`src/rtl/hazard_pkg.sv`:
```
// Shared definitions for the hazard scoreboard: forward-select codes, tnew/tuse
// constants, the pipeline-entry record and the bubble value loaded on stall/reset.
package hazard_pkg;

  // Operand source selects
  localparam logic [1:0] FwdRf = 2'b00;  // register file
  localparam logic [1:0] FwdW  = 2'b01;  // W-stage result
  localparam logic [1:0] FwdM  = 2'b10;  // M-stage result
  localparam logic [1:0] FwdE  = 2'b11;  // E-stage result (D selects only)

  // Cycles after entering E until the result exists
  localparam logic [1:0] TnewJal = 2'd0;
  localparam logic [1:0] TnewAlu = 2'd1;
  localparam logic [1:0] TnewLw  = 2'd2;

  // Cycles from D until the operand is consumed
  localparam logic [1:0] TuseBranch = 2'd0;
  localparam logic [1:0] TuseAlu    = 2'd1;
  localparam logic [1:0] TuseStore  = 2'd2;

  // Producer half of an entry: everything the comparators need
  typedef struct packed {
    logic       regwr;
    logic [4:0] a3;
    logic [1:0] tnew;
  } prod_t;

  typedef struct packed {
    prod_t      prod;
    logic [4:0] rs;
    logic [4:0] rt;
  } entry_t;

  // All-zero entry: writes nothing, reads nothing
  localparam entry_t BubbleEntry = '0;

  // An entry produces reg_num if it writes it; register 0 is never produced
  function automatic logic producer_match(prod_t p, logic [4:0] reg_num);
    return p.regwr && (p.a3 == reg_num) && (reg_num != 5'd0);
  endfunction

  // tnew one stage later: max(t - 1, 0)
  function automatic logic [1:0] age_tnew(logic [1:0] t);
    case (t)
      2'd3:    return TnewLw;
      TnewLw:  return TnewAlu;
      default: return TnewJal;
    endcase
  endfunction

endpackage

```
`src/rtl/hazard_cmp.sv`:
```
// Per-operand hazard comparator. Checks one source register against the E, M
// and W producers and returns a stall request plus a forward select.
//   reg_num  - operand register number
//   use_op   - operand is actually read (D operands)
//   tuse     - cycles until the operand is needed, measured from D
//   is_e_op  - 1: operand belongs to the instruction in E (only M/W considered,
//              never stalls); 0: operand belongs to the instruction in D
//   prod_e/m/w - producer fields of the three pipeline entries
//   stall    - operand cannot be satisfied this cycle
//   sel      - forward select (FwdRf/FwdW/FwdM/FwdE)
module hazard_cmp
  import hazard_pkg::*;
(
  input  logic [4:0] reg_num,
  input  logic       use_op,
  input  logic [1:0] tuse,
  input  logic       is_e_op,
  input  prod_t      prod_e,
  input  prod_t      prod_m,
  input  prod_t      prod_w,
  output logic       stall,
  output logic [1:0] sel
);

  logic hit_e, hit_m, hit_w;

  always_comb begin
    stall = 1'b0;
    sel   = FwdRf;
    hit_e = producer_match(prod_e, reg_num) && !is_e_op;
    hit_m = producer_match(prod_m, reg_num);
    hit_w = producer_match(prod_w, reg_num);

    if (is_e_op) begin
      // E operand is consumed now: M only qualifies once its result exists
      if (hit_m && (prod_m.tnew == TnewJal)) begin
        sel = FwdM;
      end else if (hit_w) begin
        sel = FwdW;
      end
    end else if (use_op) begin
      // Youngest producer decides, even if an older one is already ready
      if (hit_e) begin
        if (prod_e.tnew > tuse) stall = 1'b1;
        else                    sel   = FwdE;
      end else if (hit_m) begin
        if (prod_m.tnew > tuse) stall = 1'b1;
        else                    sel   = FwdM;
      end else if (hit_w) begin
        if (prod_w.tnew > tuse) stall = 1'b1;
        else                    sel   = FwdW;
      end
    end
  end

endmodule

```
`src/rtl/hazard_scoreboard.sv`:
```
// Pipeline hazard scoreboard. Tracks the instructions in E, M and W, stalls the
// D-stage instruction when a needed operand cannot be produced in time, and
// generates forward selects for the D and E operands.
//   clk, rst_n            - clock, asynchronous active-low reset
//   rs_D/rt_D, use_*_D,
//   tuse_*_D              - D-stage source operands and when they are needed
//   regwr_D, a3_D, tnew_D - D-stage destination and when its result appears
//   stall                 - freeze PC and F/D, bubble into E
//   fwd_rs_D/fwd_rt_D     - D operand selects
//   fwd_rs_E/fwd_rt_E     - E operand selects
//   stall_cnt             - saturating count of stall cycles since reset
module hazard_scoreboard
  import hazard_pkg::*;
(
  input  logic        clk,
  input  logic        rst_n,
  input  logic [4:0]  rs_D,
  input  logic [4:0]  rt_D,
  input  logic        use_rs_D,
  input  logic        use_rt_D,
  input  logic [1:0]  tuse_rs_D,
  input  logic [1:0]  tuse_rt_D,
  input  logic        regwr_D,
  input  logic [4:0]  a3_D,
  input  logic [1:0]  tnew_D,
  output logic        stall,
  output logic [1:0]  fwd_rs_D,
  output logic [1:0]  fwd_rt_D,
  output logic [1:0]  fwd_rs_E,
  output logic [1:0]  fwd_rt_E,
  output logic [15:0] stall_cnt
);

  entry_t e_q, e_d;
  entry_t m_q, m_d;
  entry_t w_q, w_d;
  logic [15:0] stall_cnt_q, stall_cnt_d;

  logic stall_rs_d, stall_rt_d;
  logic unused_stall_rs_e, unused_stall_rt_e;
  logic unused_w_src;

  // W source fields are tracked for completeness but nothing downstream reads them
  assign unused_w_src = ^{w_q.rs, w_q.rt};

  hazard_cmp u_cmp_rs_d (
    .reg_num (rs_D),
    .use_op  (use_rs_D),
    .tuse    (tuse_rs_D),
    .is_e_op (1'b0),
    .prod_e  (e_q.prod),
    .prod_m  (m_q.prod),
    .prod_w  (w_q.prod),
    .stall   (stall_rs_d),
    .sel     (fwd_rs_D)
  );

  hazard_cmp u_cmp_rt_d (
    .reg_num (rt_D),
    .use_op  (use_rt_D),
    .tuse    (tuse_rt_D),
    .is_e_op (1'b0),
    .prod_e  (e_q.prod),
    .prod_m  (m_q.prod),
    .prod_w  (w_q.prod),
    .stall   (stall_rt_d),
    .sel     (fwd_rt_D)
  );

  hazard_cmp u_cmp_rs_e (
    .reg_num (e_q.rs),
    .use_op  (1'b1),
    .tuse    (TuseBranch),
    .is_e_op (1'b1),
    .prod_e  (e_q.prod),
    .prod_m  (m_q.prod),
    .prod_w  (w_q.prod),
    .stall   (unused_stall_rs_e),
    .sel     (fwd_rs_E)
  );

  hazard_cmp u_cmp_rt_e (
    .reg_num (e_q.rt),
    .use_op  (1'b1),
    .tuse    (TuseBranch),
    .is_e_op (1'b1),
    .prod_e  (e_q.prod),
    .prod_m  (m_q.prod),
    .prod_w  (w_q.prod),
    .stall   (unused_stall_rt_e),
    .sel     (fwd_rt_E)
  );

  assign stall     = stall_rs_d | stall_rt_d;
  assign stall_cnt = stall_cnt_q;

  always_comb begin
    e_d = BubbleEntry;
    if (!stall) begin
      e_d.prod.regwr = regwr_D;
      e_d.prod.a3    = a3_D;
      e_d.prod.tnew  = tnew_D;
      e_d.rs         = rs_D;
      e_d.rt         = rt_D;
    end

    m_d           = e_q;
    m_d.prod.tnew = age_tnew(e_q.prod.tnew);

    w_d           = m_q;
    w_d.prod.tnew = TnewJal;

    stall_cnt_d = stall_cnt_q;
    if (stall && (stall_cnt_q != 16'hFFFF)) begin
      stall_cnt_d = stall_cnt_q + 16'd1;
    end
  end

  always_ff @(posedge clk or negedge rst_n) begin
    if (!rst_n) begin
      e_q         <= BubbleEntry;
      m_q         <= BubbleEntry;
      w_q         <= BubbleEntry;
      stall_cnt_q <= 16'd0;
    end else begin
      e_q         <= e_d;
      m_q         <= m_d;
      w_q         <= w_d;
      stall_cnt_q <= stall_cnt_d;
    end
  end

endmodule
```
`config.mk`:
```
export PLATFORM = sky130hd
export DESIGN_NAME = hazard_scoreboard
export DESIGN_NICKNAME = d
export VERILOG_FILES = /design/src/rtl/hazard_pkg.sv /design/src/rtl/hazard_cmp.sv /design/src/rtl/hazard_scoreboard.sv
export SDC_FILE = /design/constraint.sdc
export NUM_CORES = 1
export LEC_CHECK = 0
export ABC_AREA = 0
export BUFFER_PORTS_ARGS = -buffer_cell sky130_fd_sc_hd__buf_2
export CELL_PAD_IN_SITES_DETAIL_PLACEMENT = 0
export CELL_PAD_IN_SITES_GLOBAL_PLACEMENT = 1
export CORE_ASPECT_RATIO = 1.1
export CORE_MARGIN = 2
export CORE_UTILIZATION = 50
export CTS_BUF_LIST = sky130_fd_sc_hd__clkbuf_4
export DETAILED_ROUTE_END_ITERATION = 10
export PLACE_DENSITY_LB_ADDON = 0.05
export REMOVE_ABC_BUFFERS = 1
export SYNTH_ARGS = -nofsm -noshare
export SYNTH_HDL_FRONTEND = slang
export SYNTH_HIERARCHICAL = 1
export SYNTH_SLANG_ARGS = --single-unit
export TNS_END_PERCENT = 100
```
`constraint.sdc`:
```
create_clock -name clk -period 4.32 [get_ports clk]
set_input_delay 0.432 -clock clk [delete_from_list [all_inputs] [get_ports clk]]
set_output_delay 0.432 -clock clk [all_outputs]
set_load 0.02 [all_outputs]
```
==> out/results.tsv <==
metric	value	unit
portBuffers	50	
routed_wl	7.86	mm
cts.sinks	48	
worst_slack	1.07	ns
area_growth	16.9	%
ir_drop	0.252	mV
grt.overflow.total	0	
fin_setup_tns	0	ns
wl_per_cell	14.4	um
synth-warning-count	6	
n_antenna_cell	0	
cts-htree-levels	2	
min_period	3.25	ns
cts_hold_buf	0	
worst_setup_path_end_kind	output port	
worstMarginPinSlew	1.08	ns
report.final.slew_viol_count	0	
cts_made_buffers	5	
cts_tree	done	
io_pins	51	
drive_gt1_share	18.0	%
critical_path_peak_fanout	5	
vias	2907	
postCtsSetupBuffers	0	
synth_area	3580	um2
r2r_cells	9	
rrSetupSlack	1.57	ns
gp_congestion	0.775	
pre_cts_slack	1.41	ns
clkTransAtPathRegs	0.17	ns
rr_endpoint	stall_cnt[11]	
cap_violations	0	
worst_ep_required_time	3.89	ns
grt_pass1_wl	13.3	mm
die_x	84.7	um
seqCellArea	1200	um2
nFillCells	613	
run_status	finished, final reports clean	
drc	0	
cellLeakagePower	2.10	nW
start_util	51.4	%
grt_antenna_before_repair	0	
die_area	7860	um2
hp-class	in -> async	
hold_viol	0	
period_share	75.2	%
die_h	92.8	um
multiInputGateArea	2370	um2
p_per_area	255	nW/um2
r2r_start	m_q[13]	
synth_area_per_cell	9.79	um2
grt_usage	20.8	%
fmax	308	MHz
dp_hpwl	6.15	mm
power.total	0.00107	W
final_cells	546	
arrival	2.82	ns
place_inst	538	
rsz0062_at_grt	false	
cts_buffer_depth	2	
drtIter0Drc	109	
skew	0.0246	ns
fp-row-count	32	
ant_nets	0	
grt_pass1_vias	2722	
clk_latency	0.38	ns
grt_max_degree	49	
setup_violations	0	
ctsResizeCount	0	
fin_nets	511	
via_per_inst	5.32	
max_slew_margin	27.9	%
holdWs	0.227	ns
synthCells	366	
startpoint_type	register	
critical_path_class	reg -> out	
coreArea	6970	um2
cts_root_buffer	clkbuf_4	
first_pass_iters	5	
metal layers:
layer | vias up | global-route usage, % | wire (um) | share of wire [%]
met3 | 10 | 2.50 | 247 | 3.1
met5 | - | 0 | 0 | 0
li1 | 1450 | - | - | -
met4 | 0 | 4.89 | 88 | 1.1
met2 | 52 | 36.7 | 3900 | 50
met1 | 1395 | 27.2 | 3620 | 46
critical path, stage by stage, from the launching register on:
cell and delay (ns):
dfrtp_1 0.51, xor2_1 0.21, nor4_4 0.35, nand4_2 0.18, and3_2 0.24, o311a_1 0.34, nor2_1 0.32, inv_1 0.12
buf_2 0.18
layout by cell type (no fill, tap or decap), types with 13 or more instances in the layout:
| cell type | n |
|---|---|
| buf_2 | 50 |
| dfrtp_1 | 48 |
| xor2_1 | 47 |
| conb_1 | 40 |
| inv_1 | 38 |
| ha_1 | 25 |
| and2_1 | 19 |
| a21oi_1 | 18 |
| nand3_1 | 16 |
| nor2_1 | 14 |
| nand2_1 | 14 |
| nor2b_1 | 13 |
power breakdown:
part	total, W	internal [W]	leakage [nW]	switching, W
Combinational	0.000208	0.0000930	1.45	0.000115
Sequential	0.000520	0.000474	0.598	0.0000463
Clock	0.000340	0.000182	0.0558	0.000158
Total	0.00107	0.000749	2.10	0.000319
flip-flops by register name (all words and copies together), names as in the netlist:
register	cells
e_q	18
m_q	8
stall_cnt	16
w_q	6
stage by stage:
step	utilization, %	area, um2
floorplan	-	3720
global placement	58.6	4080
detailed placement	58.6	4080
CTS	60.1	4190
global route	60.1	4190
finish	60.1	4190
worst max path at each step:
| stage | start | depth (start not counted) | slack (ns) | to |
|---|---|---|---|---|
| finish | m_q[13] | 8 | 1.07 | stall |
| global route | m_q[12] | 8 | 0.93 | stall |
| CTS | m_q[13] | 8 | 1.07 | stall |
| detailed placement | rt_D[1] | 9 | 1.41 | stall |
| global placement | rt_D[1] | 9 | 1.46 | stall |
| floorplan | m_q[13] | 9 | 1.45 | stall_cnt[2] |
area by class of cell:
type / count / share of cell area [%]
Clock inverter: 3 / 1.64
Sequential cell: 48 / 28.7
Clock buffer: 5 / 0.896
Timing Repair Buffer: 51 / 6.15
Multi-Input combinational cell: 316 / 56.7
Tap cell: 85 / 2.54
Inverter: 38 / 3.41
Power figures use the tool's default switching activity.
